==> config.mk <==
export PLATFORM = sky130hd
export DESIGN_NAME = note_sequencer
export DESIGN_NICKNAME = d
export VERILOG_FILES = /design/src/rtl/music_pkg.sv /design/src/rtl/tick_gen.sv /design/src/rtl/note_sequencer.sv
export SDC_FILE = /design/constraint.sdc
export NUM_CORES = 1
export LEC_CHECK = 0
export ABC_CLOCK_PERIOD_IN_PS = 7100
export BUFFER_PORTS_ARGS = -buffer_cell sky130_fd_sc_hd__buf_2
export CAP_MARGIN = 20
export CORE_UTILIZATION = 60
export CTS_BUF_LIST = sky130_fd_sc_hd__clkbuf_8
export DETAILED_ROUTE_END_ITERATION = 12
export MAX_ROUTING_LAYER = met4
export PLACE_DENSITY = 0.83
export SLEW_MARGIN = 40
export SYNTH_ARGS = -nofsm -noshare
export SYNTH_HDL_FRONTEND = slang
export SYNTH_SLANG_ARGS = --single-unit
==> constraint.sdc <==
create_clock -name clk -period 7.1 [get_ports clk]
set_input_delay 0.355 -clock clk [delete_from_list [all_inputs] [get_ports clk]]
set_output_delay 0.355 -clock clk [all_outputs]
set_load 0.02 [all_outputs]
==> src/rtl/music_pkg.sv <==
// Shared types and ROM word layout for the music-box note sequencer.
package music_pkg;

    typedef enum logic [2:0] {
        IDLE  = 3'd0,
        FETCH = 3'd1,
        LOAD  = 3'd2,
        PLAY  = 3'd3,
        GAP   = 3'd4,
        NEXT  = 3'd5,
        DONE  = 3'd6
    } state_t;

    localparam int DUR_MSB    = 15;
    localparam int DUR_LSB    = 11;
    localparam int NOTE_MSB   = 10;
    localparam int FULLNOTE_W = 11;
    localparam int DUR_W      = DUR_MSB - DUR_LSB + 1;

    localparam logic [DUR_W-1:0] END_MARKER = 5'd0;

    function automatic logic [DUR_W-1:0] word_dur(input logic [15:0] word);
        return word[DUR_MSB:DUR_LSB];
    endfunction

    function automatic logic [FULLNOTE_W-1:0] word_note(input logic [15:0] word);
        return word[NOTE_MSB:0];
    endfunction

endpackage

==> src/rtl/tick_gen.sv <==
// Beat-tick divider: counts enabled clk cycles and pulses once every TICK_DIV of them.
module tick_gen #(
    parameter int TICK_DIV = 6_250_000
) (
    input  logic clk,
    input  logic RESET,
    input  logic en,
    input  logic clr,
    output logic tick
);

    localparam int CNT_W = $clog2(TICK_DIV);
    localparam logic [CNT_W-1:0] CNT_MAX = CNT_W'(TICK_DIV - 1);

    logic [CNT_W-1:0] cnt_r;

    // Divider counter: clear wins, otherwise count and wrap only while enabled.
    always_ff @(posedge clk or posedge RESET) begin
        if (RESET) begin
            cnt_r <= {CNT_W{1'b0}};
        end else if (clr) begin
            cnt_r <= {CNT_W{1'b0}};
        end else if (en) begin
            if (cnt_r == CNT_MAX) begin
                cnt_r <= {CNT_W{1'b0}};
            end else begin
                cnt_r <= cnt_r + CNT_W'(1);
            end
        end
    end

    assign tick = en && (cnt_r == CNT_MAX);

endmodule

==> src/rtl/note_sequencer.sv <==
// Song-playback controller: walks the two-song note ROM and presents one fullnote
// code at a time to the tone datapath, with pause, song switching and looping.
module note_sequencer
    import music_pkg::*;
#(
    parameter int TICK_DIV  = 6_250_000,
    parameter int GAP_TICKS = 1,
    parameter int LOOP      = 1
) (
    input  logic                  clk,
    input  logic                  RESET,
    input  logic                  pause,
    input  logic                  song_sel,
    output logic [7:0]            rom_addr,
    input  logic [15:0]           rom_data,
    output logic [FULLNOTE_W-1:0] fullnote,
    output logic                  playing,
    output logic [6:0]            note_idx,
    output logic                  song_done
);

    localparam int GAP_W = $clog2(GAP_TICKS + 1);
    localparam int REM_W = (GAP_W > DUR_W) ? GAP_W : DUR_W;

    state_t                  state_r, state_nxt_s;
    logic [6:0]              idx_r, idx_nxt_s;
    logic                    song_q_r, song_q_nxt_s;
    logic                    sync1_r, sync2_r, sync3_r;
    logic                    pause_r;
    logic [FULLNOTE_W-1:0]   fullnote_r, fullnote_nxt_s;
    logic [REM_W-1:0]        rem_r, rem_nxt_s;
    logic [6:0]              note_idx_r, note_idx_nxt_s;
    logic                    song_done_r, song_done_nxt_s;
    logic [7:0]              rom_addr_r;
    logic                    change_s, tick_s, tick_en_s, tick_clr_s;
    logic [DUR_W-1:0]        dur_s;
    logic [FULLNOTE_W-1:0]   code_s;

    assign dur_s     = word_dur(rom_data);
    assign code_s    = word_note(rom_data);
    assign change_s  = sync2_r ^ sync3_r;
    assign tick_en_s = ((state_r == PLAY) || (state_r == GAP)) && !pause_r;

    tick_gen #(
        .TICK_DIV (TICK_DIV)
    ) u_tick_gen (
        .clk   (clk),
        .RESET (RESET),
        .en    (tick_en_s),
        .clr   (tick_clr_s),
        .tick  (tick_s)
    );

    // Input conditioning: song switch synchronizer with edge-detect stage, pause level.
    always_ff @(posedge clk or posedge RESET) begin
        if (RESET) begin
            sync1_r <= 1'b0;
            sync2_r <= 1'b0;
            sync3_r <= 1'b0;
            pause_r <= 1'b0;
        end else begin
            sync1_r <= song_sel;
            sync2_r <= sync1_r;
            sync3_r <= sync2_r;
            pause_r <= pause;
        end
    end

    // Next-state logic; a song change overrides whatever the current state would do.
    always_comb begin
        state_nxt_s     = state_r;
        idx_nxt_s       = idx_r;
        song_q_nxt_s    = song_q_r;
        fullnote_nxt_s  = fullnote_r;
        rem_nxt_s       = rem_r;
        note_idx_nxt_s  = note_idx_r;
        song_done_nxt_s = 1'b0;
        tick_clr_s      = 1'b0;
        if (change_s) begin
            song_q_nxt_s   = sync2_r;
            idx_nxt_s      = 7'd0;
            tick_clr_s     = 1'b1;
            fullnote_nxt_s = {FULLNOTE_W{1'b0}};
            state_nxt_s    = pause_r ? IDLE : FETCH;
        end else begin
            case (state_r)
                IDLE: begin
                    fullnote_nxt_s = {FULLNOTE_W{1'b0}};
                    if (!pause_r) begin
                        state_nxt_s = FETCH;
                    end else begin
                        state_nxt_s = IDLE;
                    end
                end
                FETCH: begin
                    state_nxt_s = LOAD;
                end
                LOAD: begin
                    if (dur_s == END_MARKER) begin
                        song_done_nxt_s = 1'b1;
                        idx_nxt_s       = 7'd0;
                        fullnote_nxt_s  = {FULLNOTE_W{1'b0}};
                        if (LOOP != 0) begin
                            state_nxt_s = FETCH;
                        end else begin
                            state_nxt_s = DONE;
                        end
                    end else begin
                        fullnote_nxt_s = code_s;
                        rem_nxt_s      = REM_W'(dur_s);
                        note_idx_nxt_s = idx_r;
                        tick_clr_s     = 1'b1;
                        state_nxt_s    = PLAY;
                    end
                end
                PLAY: begin
                    if (tick_s) begin
                        if (rem_r == REM_W'(1)) begin
                            fullnote_nxt_s = {FULLNOTE_W{1'b0}};
                            if (GAP_TICKS > 0) begin
                                rem_nxt_s   = REM_W'(GAP_TICKS);
                                state_nxt_s = GAP;
                            end else begin
                                state_nxt_s = NEXT;
                            end
                        end else begin
                            rem_nxt_s = rem_r - REM_W'(1);
                        end
                    end else begin
                        state_nxt_s = PLAY;
                    end
                end
                GAP: begin
                    fullnote_nxt_s = {FULLNOTE_W{1'b0}};
                    if (tick_s) begin
                        if (rem_r == REM_W'(1)) begin
                            state_nxt_s = NEXT;
                        end else begin
                            rem_nxt_s = rem_r - REM_W'(1);
                        end
                    end else begin
                        state_nxt_s = GAP;
                    end
                end
                NEXT: begin
                    idx_nxt_s   = idx_r + 7'd1;
                    state_nxt_s = FETCH;
                end
                DONE: begin
                    fullnote_nxt_s = {FULLNOTE_W{1'b0}};
                    state_nxt_s    = DONE;
                end
                default: begin
                    fullnote_nxt_s = {FULLNOTE_W{1'b0}};
                    idx_nxt_s      = 7'd0;
                    state_nxt_s    = IDLE;
                end
            endcase
        end
    end

    // Sequencer state; the ROM address is latched on every entry into FETCH.
    always_ff @(posedge clk or posedge RESET) begin
        if (RESET) begin
            state_r     <= IDLE;
            idx_r       <= 7'd0;
            song_q_r    <= 1'b0;
            fullnote_r  <= {FULLNOTE_W{1'b0}};
            rem_r       <= {REM_W{1'b0}};
            note_idx_r  <= 7'd0;
            song_done_r <= 1'b0;
            rom_addr_r  <= 8'd0;
        end else begin
            state_r     <= state_nxt_s;
            idx_r       <= idx_nxt_s;
            song_q_r    <= song_q_nxt_s;
            fullnote_r  <= fullnote_nxt_s;
            rem_r       <= rem_nxt_s;
            note_idx_r  <= note_idx_nxt_s;
            song_done_r <= song_done_nxt_s;
            if (state_nxt_s == FETCH) begin
                rom_addr_r <= {song_q_nxt_s, idx_nxt_s};
            end
        end
    end

    // Pause silences the datapath straight from the registered pause level.
    assign fullnote  = pause_r ? {FULLNOTE_W{1'b0}} : fullnote_r;
    assign playing   = tick_en_s;
    assign note_idx  = note_idx_r;
    assign song_done = song_done_r;
    assign rom_addr  = rom_addr_r;

endmodule

==> After elaboration in Yosys (flattened, before gate mapping) <==
Index checks and enable logic that the tools add are counted.
W data, S select, Z words.
{ "word_totals": {"ff_bits": 70, "input_bits": 20, "output_inout_bits": 28, "word_cells": 81} }
{ "classes": {"n_addsub": 3, "eq_ne": 16, "muxes": 33, "bitwise_logic": 3, "n_reduce_logical": 13} }
{ "op_table": {"columns": ["op", "count"], "rows": [
  ["$mux W23", 3],
  ["$mux W11", 5],
  ["$pmux W11 S3", 1],
  ["$mux W5", 5],
  ["$add A23 B1 Y23 const B", 1],
  ["$eq A23 B23 Y1 const B", 1],
  ["$pmux W3 S7", 1],
  ["$pmux W7 S3", 1],
  ["$mux W3", 5],
  ["$pmux W5 S3", 1],
  ["$mux W7", 2],
  ["$eq A3 B3 Y1 const B", 3],
  ["$mux W1", 8],
  ["$ne A2 B2 Y1 const B", 4],
  ["$add A7 B1 Y7 const B", 1],
  ["$eq A3 B1 Y1 const B", 2],
  ["$eq A3 B2 Y1 const B", 2],
  ["$reduce_and A3 Y1", 2],
  ["$reduce_and A6 Y1", 1],
  ["$eq A5 B1 Y1 const B", 1],
  ["$logic_not A5 Y1", 1],
  ["$reduce_or A5 Y1", 1],
  ["$sub A5 B1 Y5 const B", 1],
  ["$logic_not A3 Y1", 1],
  ["other kinds (12)", 14]
]} }

==> Longest topological paths before layout <==
{ "logic_depth": {"word_depth": 8, "depth_mapped": 12} }

==> Cells and area by module <==
From an unflattened synthesis, not the netlist that was laid out.
{ "hier_totals": {"hier_cells": 361, "area_unflattened_um2": 3632.2} }
{ "modules_own_cells": {"columns": ["module", "n_inst", "cells_per_inst", "area_each_um2", "seq_area_each_um2"], "rows": [
  ["note_sequencer", 1, 203, 2232.1, 1176.1],
  ["tick_gen", 1, 158, 1400.1, 575.6]
]} }

==> Least setup slack after synthesis <==
OpenSTA, ideal clock, no wires.
{ "synth_path": {"kind": "register to register", "from": "reg u_tick_gen.cnt_r[8]", "to": "reg rom_addr_r[2], in the netlist rom_addr[2]", "arrival_time_ps": 2392, "required_time_ps": 6975, "path_slack_ps": 4583, "stages_incl_launch_ff": 7, "path_buffers": 0, "cell_sequence": "dfrtp_1 -> nand4bb_1 -> or4_4 -> or4_1 -> o211a_2 -> nor3_4 -> mux2_2"} }
{ "synth_via": {"elab_chain_len": 6, "word_cells_on_any_way": 7, "cone_classes": "2 x eq/ne; 4 x mux; 1 x reduce/logical"} }
{ "synth_lines": {"columns": ["item", "line_no", "source"], "rows": [
  ["start, declared", "tick_gen.sv:15", "logic [CNT_W-1:0] cnt_r;"],
  ["start signal, assigned", "tick_gen.sv:20", "cnt_r <= {CNT_W{1'b0}};"],
  ["start signal, assigned", "tick_gen.sv:22", "cnt_r <= {CNT_W{1'b0}};"],
  ["start signal, assigned", "tick_gen.sv:25", "cnt_r <= {CNT_W{1'b0}};"],
  ["$eq A23 B23 Y1 *", "tick_gen.sv:32", "assign tick = en && (cnt_r == CNT_MAX);"],
  ["$logic_and A1 B1 Y1 *", "tick_gen.sv:32", null],
  ["$mux W3 (on tied branches)", "note_sequencer.sv:135, note_sequencer.sv:117", null],
  ["$pmux W3 S7 *", "note_sequencer.sv:86", "case (state_r)"],
  ["$mux W3 *", "note_sequencer.sv:79", "if (change_s) begin"],
  ["$eq A3 B1 Y1 *", "note_sequencer.sv:181", "if (state_nxt_s == FETCH) begin"],
  ["end signal, assigned", "note_sequencer.sv:182", "rom_addr_r <= {song_q_nxt_s, idx_nxt_s};"],
  ["end, declared", "note_sequencer.sv:34", "logic [7:0] rom_addr_r;"]
]} }
Mark *: on every way between the ends. The rest lies on a longest branch, timed or not.
A chain may end at the register's enable or synchronous reset.

==> Worst setup path in the final report <==
{ "layout_path": {"from": "reg rem_r[1]", "to": "reg rom_addr_r[5], in the netlist rom_addr[5]"} }
{ "layout_via": {"elab_chain_len": 6, "word_cells_on_any_way": 8, "cone_classes": "2 x eq/ne; 6 x mux"} }
{ "layout_lines": {"columns": ["item", "line_no", "source"], "rows": [
  ["start, declared", "note_sequencer.sv:31", "logic [REM_W-1:0] rem_r, rem_nxt_s;"],
  ["start signal, assigned", "note_sequencer.sv:169", "rem_r <= {REM_W{1'b0}};"],
  ["start signal, assigned", "note_sequencer.sv:178", "rem_r <= rem_nxt_s;"],
  ["$eq A5 B1 Y1 *", "note_sequencer.sv:118, note_sequencer.sv:136", null],
  ["$mux W3 (on tied branches)", "note_sequencer.sv:136, note_sequencer.sv:118", null],
  ["$mux W3 (on tied branches)", "note_sequencer.sv:135, note_sequencer.sv:117", null],
  ["$pmux W3 S7 *", "note_sequencer.sv:86", null],
  ["$mux W3 *", "note_sequencer.sv:79", null],
  ["$eq A3 B1 Y1 *", "note_sequencer.sv:181", null]
]} }
Marks and branches as above.

==> reports/results.ini <==
[worst_setup_path]
crit_cells=8
critPathCaptureType=register
crit_buf_inv=1
cp_top_family=simple AND/OR/NAND/NOR gates
cp_slowest_cell=nor4b_2
cp_max_fo=8
crit_chain=inv_1 > ha_1 > nor4b_2 > nand4b_1 > or4_1 > o211a_2 > nor3_4 > mux2_2
critPathKind=reg2reg
r2r_cells=8
setup.worst_path.start_class=register
arrival_ns=3.01
cp_data_required_time_ns=7.33
slowest_delay_ns=0.51

[timing]
fmaxAchievable_mhz=360
hold_violations=0
period_needed_ns=2.78
setup_slack_ns=4.32
post-route-period-util=0.391
relSlewSlack=0.518
drv_slew=0
fin_tns_setup_ns=0
grt_setup_unrepaired=false
worst_slew_pin_slew_ns=0.716
fin_skew_ns=0.00658
hold_ws_ns=0.00679
finalSetupViolCount=0

[floorplan]
core-area_um2=5610
fp-row-count=27
io_pins=48
die_x_um=79.1
die-area_um2=6250
start_util=0.635
die-height_um=79.1

[power]
power.leakage_uw=0.00187
powerDensity_nw_per_um2=240
irDropWorstVdd_v=0.000173

[clock_tree]
cts.sinks=70
root_buffer=clkbuf_8
h-tree-depth=3
ctsResizeCount=0
hold_buffers=0
clk-insertion-delay-late_ns=0.35
cts_made_buffers=9
cts_tree=yes
cts_setup_buffers=0
clock_path_buffers=2
path_clk_slew_ns=0.08

[placed_design]
dpl.hpwl_um=5510
gp_congestion=0.901
place_ws_ns=4.34
port_buffers=47

[route]
via_per_inst=6.14
antenna_left=0
post_drt_wl_per_cell_um=16.1
wl_um=7780
drc=0
drtPass1Iterations=4
drtIter0Drc=324
num_vias=2971

[logic_synthesis]
yosysWarnings=0
syn_area_per_cell_um2=9.81
synth-async-reset-ratio=1.00
synthCells=363
synth_ff_type=dfrtp_1
synth_nets=387
synth-seq-area-share=0.492
synth_area_um2=3560
synth_seq_cells=70
synthDistinctLibCells=54
synth_edf_count=0

[layout]
nNetsFinal=432
multi_input_area_um2=1700
antennaDiodeCount=0
most-common-layout-cells=70 x dfrtp_1, 47 x buf_2, 37 x nor2_1
area_delta_synth_final_pct=14.0
drive_above_1_share=0.221
fillers=407
regArea_um2=1750
final_common_cell=dfrtp_1

[grt]
antenna_found_initial=0
grt.overflow.total=0
grt_pass1_wl_um=13500
grt_max_degree=50
grt_usage=0.288
grt_pass1_vias=2951

[status]
status=finished clean

[min_path]
hold_path.class=in2async

[job]
drv_cap=0

## path summary, 6_finish.rpt
kind | from | end | slack (ns)
setup / recovery | rem_r[1]$_DFFE_PP0P_ | rom_addr[5]$_DFFE_PP0N_ | 4.32
hold / removal | RESET | fullnote_r[6]$_DFFE_PP0P_ | 0.007
setup reg to reg | rem_r[1]$_DFFE_PP0P_ | rom_addr[5]$_DFFE_PP0N_ | 4.32
hold reg to reg | sync1_r$_DFF_PP0_ | sync2_r$_DFF_PP0_ | 0.36
max in group asynchronous | RESET | state_r[2]$_DFF_PP0_ | 6.11
min in group clk | pause | pause_r$_DFF_PP0_ | 0.11
## report_power, final
group | leakage, uW | internal (uW) | total (uW) | switching, uW
logic | 0.000816 | 68.7 | 174 | 105
registers | 0.000948 | 427 | 458 | 30.3
clock network | 0.000109 | 196 | 345 | 149
## Yosys cell counts, drive strengths merged (2+ instances only)
cell type / n / area (um2)
buf: 4 / 26.3
and3: 7 / 43.8
nor2b: 13 / 81.3
nor3: 13 / 76.3
nor4b: 3 / 32.5
nand4bb: 2 / 22.5
o21ai: 31 / 159
a32o: 3 / 30.0
nor2: 38 / 143
or4: 4 / 33.8
a21oi: 25 / 125
a311oi: 2 / 17.5
a22o: 16 / 140
nand4: 2 / 12.5
nand3b: 5 / 37.5
nand2b: 2 / 12.5
dfrtp: 70 / 1750
and2: 3 / 18.8
o211a: 2 / 20.0
or2: 3 / 18.8
nor3b: 4 / 30.0
clkbuf: 12 / 45.0
xor2: 4 / 35.0
o2bb2ai: 2 / 17.5
nand3: 8 / 40.0
inv: 13 / 48.8
nor4: 3 / 18.8
and4: 5 / 43.8
a31oi: 6 / 37.5
or3: 4 / 25.0
ha: 4 / 50.1
a22oi: 4 / 30.0
nand4b: 3 / 26.3
nand2: 18 / 67.6
mux2: 13 / 146
## worst register-to-register path: stages (launching register included)
cell and delay (ns):
dfrtp_1 0.39, inv_1 0.08, ha_1 0.16, nor4b_2 0.51, nand4b_1 0.15, or4_1 0.42
o211a_2 0.19, nor3_4 0.38, mux2_2 0.38
## cells by family (layout without fill, tap and decap cells)
| family | count (synthesis) | in the layout | share of synthesized area |
|---|---|---|---|
| compound gates | 98 | 98 | 0.178 |
| xor+xnor | 5 | 5 | 0.0123 |
| fa+ha+maj | 4 | 4 | 0.0141 |
| buf+inv | 30 | 79 | 0.0351 |
| flops | 70 | 70 | 0.492 |
| mux | 14 | 14 | 0.0439 |
| simple gates | 142 | 142 | 0.225 |
## metrics by stage
step	power, uW	area [um2]	util	cells
after floorplan	591	3560	-	363
after global placement	630	3840	0.685	469
after detailed placement	635	3840	0.685	469
after CTS	984	4060	0.723	484
after global routing	1030	4060	0.724	484
final	976	4060	0.724	484
## per-layer routing
layer / GRT usage / vias up / share of wire / routed length [um]
li1: - / 1422 / - / -
met2: 0.455 / 84 / 0.51 / 3970
met4: 0.142 / 0 / 0.025 / 198
met5: - / - / 0 / 0
met1: 0.351 / 1446 / 0.42 / 3280
met3: 0.0644 / 19 / 0.043 / 331
## cell type report
cell class              instances  share of cell area
well taps                      72              0.0222
inverters                      14              0.0132
clock inverters                 6              0.0216
clock buffers                   9              0.0305
repair buffers                 50              0.0635
flip-flops and latches         70               0.431
multi-input cells             263               0.418
## sequential cells by signal (all words and copies together), names as in the netlist
signal            flops
u_tick_gen.cnt_r     23
fullnote_r           11
rom_addr              8
idx_r                 7
note_idx              7
rem_r                 5
state_r               3
pause_r               1
song_done             1
song_q_r              1
sync1_r               1
sync2_r               1
sync3_r               1
Note: power is estimated with default switching activity, not from simulation.
